### src/rtl/mc_controller_if.sv
// Control bundle between the multicycle controller and the datapath.
// master = datapath side (drives IR opcode / flags), slave = controller.
interface mc_controller_if;
  logic       run;
  logic [3:0] opcode;
  logic       compare;
  logic [2:0] Mux1_alu_B;
  logic [2:0] Mux2_alu_A;
  logic [1:0] Mux3_RF_wen;
  logic [2:0] Mux4_RF_wadd;
  logic [1:0] Mux5_RF_read2;
  logic       Mux6_RF_dataIn;
  logic [1:0] Mux8_memwrite;
  logic       Mux9_memDataIn;
  logic       CZen;
  logic       ALU_op;
  logic       memRead;
  logic       wIR;
  logic       wtmpA;
  logic [2:0] counter;
  logic       busy;
  logic       halted;

  modport master (
    output run, opcode, compare,
    input  Mux1_alu_B, Mux2_alu_A, Mux3_RF_wen, Mux4_RF_wadd, Mux5_RF_read2,
           Mux6_RF_dataIn, Mux8_memwrite, Mux9_memDataIn, CZen, ALU_op,
           memRead, wIR, wtmpA, counter, busy, halted
  );

  modport slave (
    input  run, opcode, compare,
    output Mux1_alu_B, Mux2_alu_A, Mux3_RF_wen, Mux4_RF_wadd, Mux5_RF_read2,
           Mux6_RF_dataIn, Mux8_memwrite, Mux9_memDataIn, CZen, ALU_op,
           memRead, wIR, wtmpA, counter, busy, halted
  );
endinterface

### src/rtl/mc_controller.sv
// Moore multicycle control FSM for the 16-bit RISC datapath: fetch, decode,
// execute, memory, write-back, and the 8-slot LM/SM register walk.
module mc_controller #(
  parameter logic [3:0] HALT_OP    = 4'b1111,
  parameter logic [2:0] MULTI_LAST = 3'd7
) (
  input logic            clk,
  input logic            reset,
  mc_controller_if.slave bus
);

  localparam logic [3:0] OP_ADD = 4'b0000, OP_ADI = 4'b0001, OP_NDU = 4'b0010,
                         OP_LHI = 4'b0011, OP_LW  = 4'b0100, OP_SW  = 4'b0101,
                         OP_LM  = 4'b0110, OP_SM  = 4'b0111, OP_JAL = 4'b1000,
                         OP_JLR = 4'b1001, OP_BEQ = 4'b1100;

  typedef enum logic [3:0] {
    S_IDLE, S_F1, S_F2, S_D, S_EX, S_WB, S_EA, S_MEM,
    S_BT, S_PCW, S_LNK, S_MA, S_MX, S_HALT
  } state_e;

  state_e     state_q, state_d;
  logic [2:0] counter_q, counter_d;
  state_e     end_st;
  logic [3:0] op;

  logic [2:0] m1, m2, m4;
  logic [1:0] m3, m5, m8;
  logic       m6, m9, cz, aop, mr, wir, wtmpa, busy, halted;

  assign op     = bus.opcode;
  // run is consulted only at instruction boundaries
  assign end_st = bus.run ? S_F1 : S_IDLE;

  always_ff @(posedge clk or posedge reset) begin
    if (reset) begin
      state_q   <= S_IDLE;
      counter_q <= '0;
    end else begin
      state_q   <= state_d;
      counter_q <= counter_d;
    end
  end

  always_comb begin
    state_d   = state_q;
    counter_d = counter_q;
    case (state_q)
      S_IDLE: if (bus.run) state_d = S_F1;
      S_F1:   state_d = S_F2;
      S_F2:   state_d = S_D;
      S_D: begin
        if (op == HALT_OP) state_d = S_HALT;
        else begin
          case (op)
            OP_ADD, OP_NDU, OP_ADI, OP_LHI,
            OP_BEQ, OP_JAL, OP_JLR:         state_d = S_EX;
            OP_LW, OP_SW:                   state_d = S_EA;
            OP_LM, OP_SM:                   state_d = S_MA;
            default:                        state_d = end_st;
          endcase
        end
      end
      S_EX: begin
        case (op)
          OP_BEQ:         state_d = bus.compare ? S_BT : end_st;
          OP_JAL, OP_JLR: state_d = S_LNK;
          default:        state_d = S_WB;
        endcase
      end
      S_WB, S_MEM, S_PCW: state_d = end_st;
      S_EA:               state_d = S_MEM;
      S_BT, S_LNK:        state_d = S_PCW;
      S_MA:               state_d = S_MX;
      S_MX: begin
        if (counter_q == MULTI_LAST) begin
          counter_d = '0;
          state_d   = end_st;
        end else begin
          counter_d = counter_q + 3'd1;
          state_d   = S_MA;
        end
      end
      S_HALT:  state_d = S_HALT;
      default: state_d = S_IDLE;
    endcase
  end

  // Reset also forces the default vector combinationally so no write escapes.
  always_comb begin
    m1 = '0; m2 = '0; m3 = '0; m4 = '0; m5 = '0; m6 = 1'b0; m8 = '0; m9 = 1'b0;
    cz = 1'b0; aop = 1'b0; mr = 1'b0; wir = 1'b0; wtmpa = 1'b0;
    busy = 1'b0; halted = 1'b0;
    if (!reset) begin
      busy   = (state_q != S_IDLE) && (state_q != S_HALT);
      halted = (state_q == S_HALT);
      case (state_q)
        S_F1: begin m5 = 2'd2; m1 = 3'd2; end
        S_F2: begin mr = 1'b1; wir = 1'b1; m5 = 2'd2; m1 = 3'd2; m2 = 3'd1; end
        S_D:  begin m3 = 2'd1; m4 = 3'd3; m6 = 1'b1; wtmpa = 1'b1; end
        S_EX: begin
          case (op)
            OP_ADD, OP_NDU: begin m2 = 3'd5; m1 = 3'd2; aop = op[1]; cz = 1'b1; end
            OP_ADI:         begin m2 = 3'd5; m1 = 3'd3; cz = 1'b1; end
            OP_LHI:         m2 = 3'd2;
            OP_BEQ:         begin m2 = 3'd5; m1 = 3'd2; end
            OP_JAL, OP_JLR: begin m5 = 2'd2; m1 = 3'd2; end
            default: ;
          endcase
        end
        S_WB: begin
          m6 = 1'b1;
          case (op)
            OP_ADD, OP_NDU: begin m4 = 3'd1; m3 = 2'd2; end
            OP_ADI:         begin m4 = 3'd4; m3 = 2'd1; end
            default:        begin m4 = 3'd0; m3 = 2'd1; end
          endcase
        end
        S_EA: begin m1 = 3'd2; m2 = 3'd3; end
        S_MEM: begin
          if (op == OP_LW) begin mr = 1'b1; m3 = 2'd1; end
          else if (op == OP_SW) m8 = 2'd1;
        end
        S_BT:  begin m5 = 2'd2; m1 = 3'd2; m2 = 3'd3; end
        S_PCW: begin m3 = 2'd1; m4 = 3'd3; m6 = 1'b1; end
        S_LNK: begin
          m6 = 1'b1; m3 = 2'd1; m1 = 3'd2;
          if (op != OP_JLR) begin m5 = 2'd2; m2 = 3'd4; end
        end
        S_MA: begin m2 = 3'd6; m1 = 3'd4; end
        S_MX: begin
          if (op == OP_SM) begin m5 = 2'd1; m9 = 1'b1; m8 = 2'd2; end
          else begin mr = 1'b1; m4 = 3'd2; m3 = 2'd3; end
        end
        default: ;
      endcase
    end
  end

  assign bus.Mux1_alu_B     = m1;
  assign bus.Mux2_alu_A     = m2;
  assign bus.Mux3_RF_wen    = m3;
  assign bus.Mux4_RF_wadd   = m4;
  assign bus.Mux5_RF_read2  = m5;
  assign bus.Mux6_RF_dataIn = m6;
  assign bus.Mux8_memwrite  = m8;
  assign bus.Mux9_memDataIn = m9;
  assign bus.CZen           = cz;
  assign bus.ALU_op         = aop;
  assign bus.memRead        = mr;
  assign bus.wIR            = wir;
  assign bus.wtmpA          = wtmpa;
  assign bus.counter        = counter_q;
  assign bus.busy           = busy;
  assign bus.halted         = halted;

endmodule

### src/flat_wrapper.sv
// flat-port wrapper written by rule: the top's interface ports become plain ports
module mc_controller_flat 
#(
  parameter logic [3:0] HALT_OP    = 4'b1111,
  parameter logic [2:0] MULTI_LAST = 3'd7
)
  (clk, reset, bus_run, bus_opcode, bus_compare, bus_Mux1_alu_B, bus_Mux2_alu_A, bus_Mux3_RF_wen, bus_Mux4_RF_wadd, bus_Mux5_RF_read2, bus_Mux6_RF_dataIn, bus_Mux8_memwrite, bus_Mux9_memDataIn, bus_CZen, bus_ALU_op, bus_memRead, bus_wIR, bus_wtmpA, bus_counter, bus_busy, bus_halted);
  mc_controller_if bus_i ();
  input logic clk;
  input logic reset;
  input wire logic [$bits(bus_i.run)-1:0] bus_run;
  input wire logic [$bits(bus_i.opcode)-1:0] bus_opcode;
  input wire logic [$bits(bus_i.compare)-1:0] bus_compare;
  output wire logic [$bits(bus_i.Mux1_alu_B)-1:0] bus_Mux1_alu_B;
  output wire logic [$bits(bus_i.Mux2_alu_A)-1:0] bus_Mux2_alu_A;
  output wire logic [$bits(bus_i.Mux3_RF_wen)-1:0] bus_Mux3_RF_wen;
  output wire logic [$bits(bus_i.Mux4_RF_wadd)-1:0] bus_Mux4_RF_wadd;
  output wire logic [$bits(bus_i.Mux5_RF_read2)-1:0] bus_Mux5_RF_read2;
  output wire logic [$bits(bus_i.Mux6_RF_dataIn)-1:0] bus_Mux6_RF_dataIn;
  output wire logic [$bits(bus_i.Mux8_memwrite)-1:0] bus_Mux8_memwrite;
  output wire logic [$bits(bus_i.Mux9_memDataIn)-1:0] bus_Mux9_memDataIn;
  output wire logic [$bits(bus_i.CZen)-1:0] bus_CZen;
  output wire logic [$bits(bus_i.ALU_op)-1:0] bus_ALU_op;
  output wire logic [$bits(bus_i.memRead)-1:0] bus_memRead;
  output wire logic [$bits(bus_i.wIR)-1:0] bus_wIR;
  output wire logic [$bits(bus_i.wtmpA)-1:0] bus_wtmpA;
  output wire logic [$bits(bus_i.counter)-1:0] bus_counter;
  output wire logic [$bits(bus_i.busy)-1:0] bus_busy;
  output wire logic [$bits(bus_i.halted)-1:0] bus_halted;
  assign bus_i.run = bus_run;
  assign bus_i.opcode = bus_opcode;
  assign bus_i.compare = bus_compare;
  assign bus_Mux1_alu_B = bus_i.Mux1_alu_B;
  assign bus_Mux2_alu_A = bus_i.Mux2_alu_A;
  assign bus_Mux3_RF_wen = bus_i.Mux3_RF_wen;
  assign bus_Mux4_RF_wadd = bus_i.Mux4_RF_wadd;
  assign bus_Mux5_RF_read2 = bus_i.Mux5_RF_read2;
  assign bus_Mux6_RF_dataIn = bus_i.Mux6_RF_dataIn;
  assign bus_Mux8_memwrite = bus_i.Mux8_memwrite;
  assign bus_Mux9_memDataIn = bus_i.Mux9_memDataIn;
  assign bus_CZen = bus_i.CZen;
  assign bus_ALU_op = bus_i.ALU_op;
  assign bus_memRead = bus_i.memRead;
  assign bus_wIR = bus_i.wIR;
  assign bus_wtmpA = bus_i.wtmpA;
  assign bus_counter = bus_i.counter;
  assign bus_busy = bus_i.busy;
  assign bus_halted = bus_i.halted;
  mc_controller #(.HALT_OP(HALT_OP), .MULTI_LAST(MULTI_LAST)) u_core (.clk(clk), .reset(reset), .bus(bus_i));
endmodule
### config.mk
export PLATFORM = sky130hd
export DESIGN_NAME = mc_controller_flat
export DESIGN_NICKNAME = d
export VERILOG_FILES = /design/src/rtl/mc_controller_if.sv /design/src/rtl/mc_controller.sv /design/src/flat_wrapper.sv
export SDC_FILE = /design/constraint.sdc
export NUM_CORES = 1
export LEC_CHECK = 0
export CAP_MARGIN = 10
export CORE_MARGIN = 5
export CORE_UTILIZATION = 45
export CTS_CLUSTER_DIAMETER = 150
export DETAILED_ROUTE_END_ITERATION = 10
export PLACE_DENSITY = 0.77
export SLEW_MARGIN = 15
export SYNTH_ARGS = -nofsm -noshare
export SYNTH_HDL_FRONTEND = slang
export SYNTH_SLANG_ARGS = --single-unit
export TNS_END_PERCENT = 20
### constraint.sdc
create_clock -name clk -period 2.85 [get_ports clk]
set_clock_uncertainty 0.05 [all_clocks]
set_input_delay 0.285 -clock clk [delete_from_list [all_inputs] [get_ports clk]]
set_output_delay 0.285 -clock clk [all_outputs]
set_load 0.005 [all_outputs]
======== Yosys cells after proc, flatten, opt, wreduce, memory -nomap -nowiden ========
Index checks and enable logic that the tools add are counted.
Widths: inputs -> output; s select.
storage, ports and cells
  register bits after elaboration ......... 7
  bits of input ports ..................... 8
  output and inout bits ................... 27
  word-level logic and storage cells ...... 107
cells by class
  $add $sub $neg .......................... 1
  equal/unequal tests ..................... 28
  multiplexer cells ....................... 56
  reductions and logical operators ........ 20
operators by type and width
  operator            number
  $pmux 4 s11         1
  $eq 4x4->1 const B  10
  $eq 4x3->1 const B  8
  $mux 1              24
  $mux 2              10
  $pmux 3 s3          2
  $eq 4x2->1 const B  4
  $mux 4              4
  $pmux 2 s4          2
  $mux 3              5
  $pmux 3 s5          1
  $reduce_or 2->1     7
  $pmux 3 s2          2
  $pmux 4 s3          1
  $reduce_or 3->1     4
  $reduce_or 5->1     2
  $eq 4x1->1 const B  2
  $logic_not 4->1     2
  $ne 4x4->1 const B  2
  $pmux 2 s2          2
  $pmux 4 s2          1
  $reduce_or 4->1     2
  $reduce_or 7->1     1
  $reduce_bool 4->1   1
  other kinds (5)     5

======== Depth between registers and ports, before layout ========
  depth after elaboration ................. 5
  mapped depth ............................ 7
  mapped depth without buffers ............ 7

======== Least setup slack after synthesis ========
Ideal clock, no wire load.
  path type ............................... reg2out
  from .................................... register u_core.state_q[1]
  to ...................................... output bus_Mux8_memwrite[1]
  arrival ................................. 1.411 ns
  data required time ...................... 2.515 ns
  slack ................................... 1.104 ns
  cell stages (with the launch flop) ...... 6
  buffers on the path ..................... 3
  cells stage by stage .................... dfrtp_1 -> buf_2 -> or3_1 -> buf_6 -> nor3_1 -> buf_4
on the way
  word-level cells in the longest chain between the ends .. 3
  elaborated cells on any way between the ends .. 4
  classes of those cells .................. 2 x eq/ne; 2 x mux
ends and longest elaborated chain
  item                                      line                 text
  from (decl)                               mc_controller.sv:22  state_e state_q, state_d;
  from (signal assigned)                    mc_controller.sv:40  state_q <= state_d;
  $eq 4x4->1 or $eq 4x3->1 (tied branches)  mc_controller.sv:97  case (state_q)
  $pmux 2 s2 *                              mc_controller.sv:97
  $mux 2 *                                  mc_controller.sv:94  if (!reset) begin
  to (decl)                                 flat_wrapper.sv:20   output wire logic [$bits(bus_i.Mux8_memwrite)-1:0] bus_Mux8_memwrite;
Mark *: on every way between the ends. The rest lies on a longest branch, timed or not.

======== Final worst setup path ========
  from .................................... register u_core.state_q[1]
  to ...................................... output bus_Mux3_RF_wen[0]
on the way
  word-level cells in the longest chain between the ends .. 4
  elaborated cells on any way between the ends .. 9
  classes of those cells .................. 6 x eq/ne; 2 x mux; 1 x reduce/logical
ends and longest elaborated chain
  item                                      line                 text
  $eq 4x4->1 or $eq 4x2->1 (tied branches)  mc_controller.sv:97
  $reduce_or 3->1 (no source line)          n/a
  $pmux 2 s4 *                              mc_controller.sv:97
  $mux 2 *                                  mc_controller.sv:94
  to (decl)                                 flat_wrapper.sv:16   output wire logic [$bits(bus_i.Mux3_RF_wen)-1:0] bus_Mux3_RF_wen;
Marked as above.

==> results.rst <==
.. list-table::
   :header-rows: 1

   * - Metric
     - Value
   * - Outcome
     - finished clean
   * - Core Area
     - 2480 sq um
   * - Internal portion of total power
     - 179 uW
   * - Number of antenna violations at the first check in global routing
     - 0
   * - Later-pin clock latency in the skew report
     - 260 ps
   * - Hold wc startpoint
     - u_core.bus.counter[2]
   * - Number of buffers on the longest clock path
     - 2
   * - Max capacitance violation total
     - 0
   * - Mean instance size in the synthesized netlist
     - 6.79 sq um
   * - Fraction of layout instances using a drive strength above 1
     - 0.144
   * - Slack of the worst reg-to-reg path
     - 1040 ps
   * - Number of synthesized flops with an enable pin
     - 0
   * - Antenna cell count
     - 0
   * - Placed standard-cell area
     - 1550 sq um
   * - Worst-case setup margin in the final layout
     - 139 ps
   * - Worst min-delay path class
     - reg2reg
   * - Classification of the worst setup path
     - reg2out
   * - Clock net sink count
     - 7
   * - Net Sw Power
     - 77.4 uW
   * - Number of remaining DRC errors
     - 0
   * - Unrepaired setup endpoints after global routing
     - no
   * - Layout Nets
     - 219
   * - Pin slew with the least headroom to its limit
     - 469 ps
   * - Clock-pin slew of the registers on the worst-case setup and hold paths
     - 60 ps
   * - Clk root buf
     - sky130_fd_sc_hd__clkbuf_4
   * - Sort of element at the start of the critical path
     - flop
   * - Worst Reg-to-Reg Cells
     - 7
   * - Number of vias per cell
     - 6.09
   * - Most instantiated library cell after synthesis
     - sky130_fd_sc_hd__nor2_1
   * - Final worst path period need
     - 2710 ps
   * - Area share of the largest cell type after synthesis
     - 0.149
   * - P_leak
     - 0.636 nW
   * - Clock buffers created by TritonCTS
     - 3
   * - Pwr dens
     - 162 nW/um^2
   * - Area growth from synthesis to layout
     - 35.0%
   * - Type of element capturing the critical path
     - output port
   * - Fin Setup TNS
     - 0 ps
   * - Via count of the first global-routing pass
     - 1400
   * - DRT Pass-1 Iters
     - 4
   * - Share of total power in sequential cells
     - 0.387
   * - Commonest cells in the netlist
     - sky130_fd_sc_hd__nor2_1 (20), sky130_fd_sc_hd__nand2_1 (15), sky130_fd_sc_hd__a21oi_1 (12)
   * - Final design instance area without fill
     - 1590 sq um
   * - Core utilization of the finished layout
     - 0.640
   * - Part of the total power dissipated in the clock network
     - 0.384
   * - Vias
     - 1450
   * - Count of hold buffers inserted by post-cts repair
     - 0
   * - Pin count of the biggest net entering global routing
     - 15
   * - Worst Setup Slack post-DPL
     - 202 ps
   * - Destination of the worst hold path
     - u_core.bus.counter[2]
   * - Cells taking the most area after synthesis
     - sky130_fd_sc_hd__dfrtp_1 (15%), sky130_fd_sc_hd__nor2_1 (6.4%), sky130_fd_sc_hd__nand2b_1 (5.3%), sky130_fd_sc_hd__a21oi_1 (5.1%), sky130_fd_sc_hd__nand2_1 (4.8%)
   * - CP Data Required Time
     - 2520 ps
   * - Maximum clock rate
     - 369 MHz
   * - Switching share of power
     - 0.302
   * - TritonCTS clock tree
     - built
   * - Data arrival at the endpoint of the critical path
     - 2380 ps
   * - # placed instances
     - 234
   * - Sequential element share of the synthesized area
     - 0.149
   * - Wire length of the first global-routing pass
     - 6.32 mm
   * - Async set or reset register ratio after synthesis
     - 1.00
   * - Startpoint of the lowest-slack register-to-register path
     - u_core.bus.counter[0]
   * - Number of cells on the worst hold path
     - 1
   * - Most common flop cell mapped by yosys
     - sky130_fd_sc_hd__dfrtp_1
   * - Port bufs
     - 34
   * - Largest voltage drop on the vdd net
     - 0.000154 V
   * - Post-synth design cell area
     - 1170 sq um
   * - Final Routed Wirelength
     - 3.90 mm
   * - Largest area contributor in the netlist
     - sky130_fd_sc_hd__dfrtp_1
   * - Effective utilization at floorplan
     - 0.474
   * - Endpoint of the lowest-slack register-to-register path
     - u_core.state_q[0]
   * - Yosys warning count
     - 0
   * - Final critical-path share of the clock period
     - 0.951
   * - Post-DP HPWL
     - 3.11 mm
   * - Worst hold slack after final layout
     - 521 ps
   * - Global routing usage summed across all routing layers
     - 0.224
   * - Final routed wire length divided by cell count
     - 16.4 um
   * - Detailed Route Iter0 Violations
     - 59
   * - Relative slew slack
     - 0.688
   * - CP max FO
     - 14
   * - Total overflow reported by the global router
     - 0
   * - Register bit count reported by yosys
     - 7
   * - Final Hold Fails
     - 0
   * - Row cnt
     - 18
   * - Chip Width
     - 61.1 um
   * - Slew Limit Fails
     - 0
   * - Routability congestion estimate from global placement
     - 0.911
   * - Area of the die
     - 3730 sq um
   * - Syn_nets
     - 183
   * - Die Y
     - 61.1 um
   * - H-tree lvl count
     - 1
   * - Post-Syn Instances
     - 173
   * - Top-level I/O count
     - 35
   * - Non-filler instance count after layout
     - 238
   * - Antenna-violating nets left
     - 0
   * - Combinational fraction of design power
     - 0.229
   * - Number of different library cells in the post-synthesis netlist
     - 52
   * - Design Power
     - 256 uW
   * - Setup violation total in the final timing report
     - 0
per-layer routing:
layer  wire length [um]  up-vias  track usage  share of wire
met2               1890       62        0.355           0.48
li1                   -      699            -              -
met1               1660      677        0.293           0.42
met3                266       12       0.0335          0.068
met5                  0        -            0              0
met4                 91        0        0.118          0.023
what timing repair did:
item	4_1_cts	5_1_grt
resized for setup	0	4
endpoints found under the setup margin	0	3
setup buffers	0	0
worst max path at each step:
stage	slack (ps)	cells after the start	to	startpoint
2_1_floorplan	1100	5	bus_Mux8_memwrite[1]	u_core.state_q[1]
3_3_place_gp	200	7	bus_Mux1_alu_B[1]	bus_opcode[2]
3_5_place_dp	200	7	bus_Mux5_RF_read2[1]	bus_opcode[3]
4_1_cts	70	7	bus_Mux3_RF_wen[0]	u_core.state_q[0]
5_1_grt	4	5	bus_Mux3_RF_wen[0]	u_core.state_q[1]
6_report	140	5	bus_Mux3_RF_wen[0]	u_core.state_q[1]
state kept, by name, summed over array words and instances (netlist names):
register            cells
u_core.state_q          4
u_core.bus.counter      3
power groups by stage:
stage / sequential (mW) / clock, mW / combinational (mW)
global route: 0.0993 / 0.104 / 0.0653
detailed placement: 0.101 / 0 / 0.0567
global placement: 0.101 / 0 / 0.0555
finish: 0.0993 / 0.0984 / 0.0587
floorplan: 0.101 / 0 / 0.0306
CTS: 0.0993 / 0.0998 / 0.0568
placed cells by master, fill, tap and decap left out, types with 2 or more instances in the layout:
master | netlist | routed
sky130_fd_sc_hd__nor2b_1 | 4 | 4
sky130_fd_sc_hd__nor3_1 | 10 | 10
sky130_fd_sc_hd__a21oi_1 | 12 | 12
sky130_fd_sc_hd__buf_4 | 4 | 15
sky130_fd_sc_hd__nand2_1 | 15 | 15
sky130_fd_sc_hd__nand3_1 | 11 | 11
sky130_fd_sc_hd__o21bai_1 | 2 | 2
sky130_fd_sc_hd__inv_1 | 5 | 5
sky130_fd_sc_hd__o22ai_1 | 4 | 4
sky130_fd_sc_hd__a31oi_1 | 3 | 3
sky130_fd_sc_hd__a211o_1 | 2 | 2
sky130_fd_sc_hd__ha_1 | 2 | 2
sky130_fd_sc_hd__mux2i_1 | 2 | 2
sky130_fd_sc_hd__clkbuf_4 | 0 | 3
sky130_fd_sc_hd__clkdlybuf4s50_1 | 0 | 34
sky130_fd_sc_hd__nand2b_1 | 10 | 10
sky130_fd_sc_hd__dfrtp_1 | 7 | 5
sky130_fd_sc_hd__o21ai_0 | 9 | 9
sky130_fd_sc_hd__and3_1 | 2 | 2
sky130_fd_sc_hd__nor2_1 | 20 | 19
sky130_fd_sc_hd__or3_1 | 3 | 3
sky130_fd_sc_hd__dfrtp_2 | 0 | 2
sky130_fd_sc_hd__a211oi_1 | 2 | 2
sky130_fd_sc_hd__o21ai_1 | 2 | 2
worst max-delay path: stages (launching register included):
cell and delay, ps:
sky130_fd_sc_hd__dfrtp_1 550, sky130_fd_sc_hd__or3_1 600, sky130_fd_sc_hd__o21ai_1 140, sky130_fd_sc_hd__nand3_1 120, sky130_fd_sc_hd__a21boi_1 180, sky130_fd_sc_hd__clkdlybuf4s50_1 530
cell families after synthesis:
kind of cell,count (synthesis),share of synthesized area
AND/OR/NAND/NOR,87,0.384
AO/OA/AOI/OAI,48,0.277
buffers and inverters,23,0.114
flip-flops,7,0.149
multiplexers,4,0.0394
XOR/XNOR,2,0.0149
adder cells (fa/ha/maj),2,0.0213
final cells by class:
cell class                 count  area, sq um
sequential                     7          178
clock buffer                   4         26.3
tap                           30         37.5
multi-input combinational    143          873
inverter                       5         18.8
timing repair buffer          49          453
fill                         249          891
Note: power is estimated with default switching activity, not from simulation.
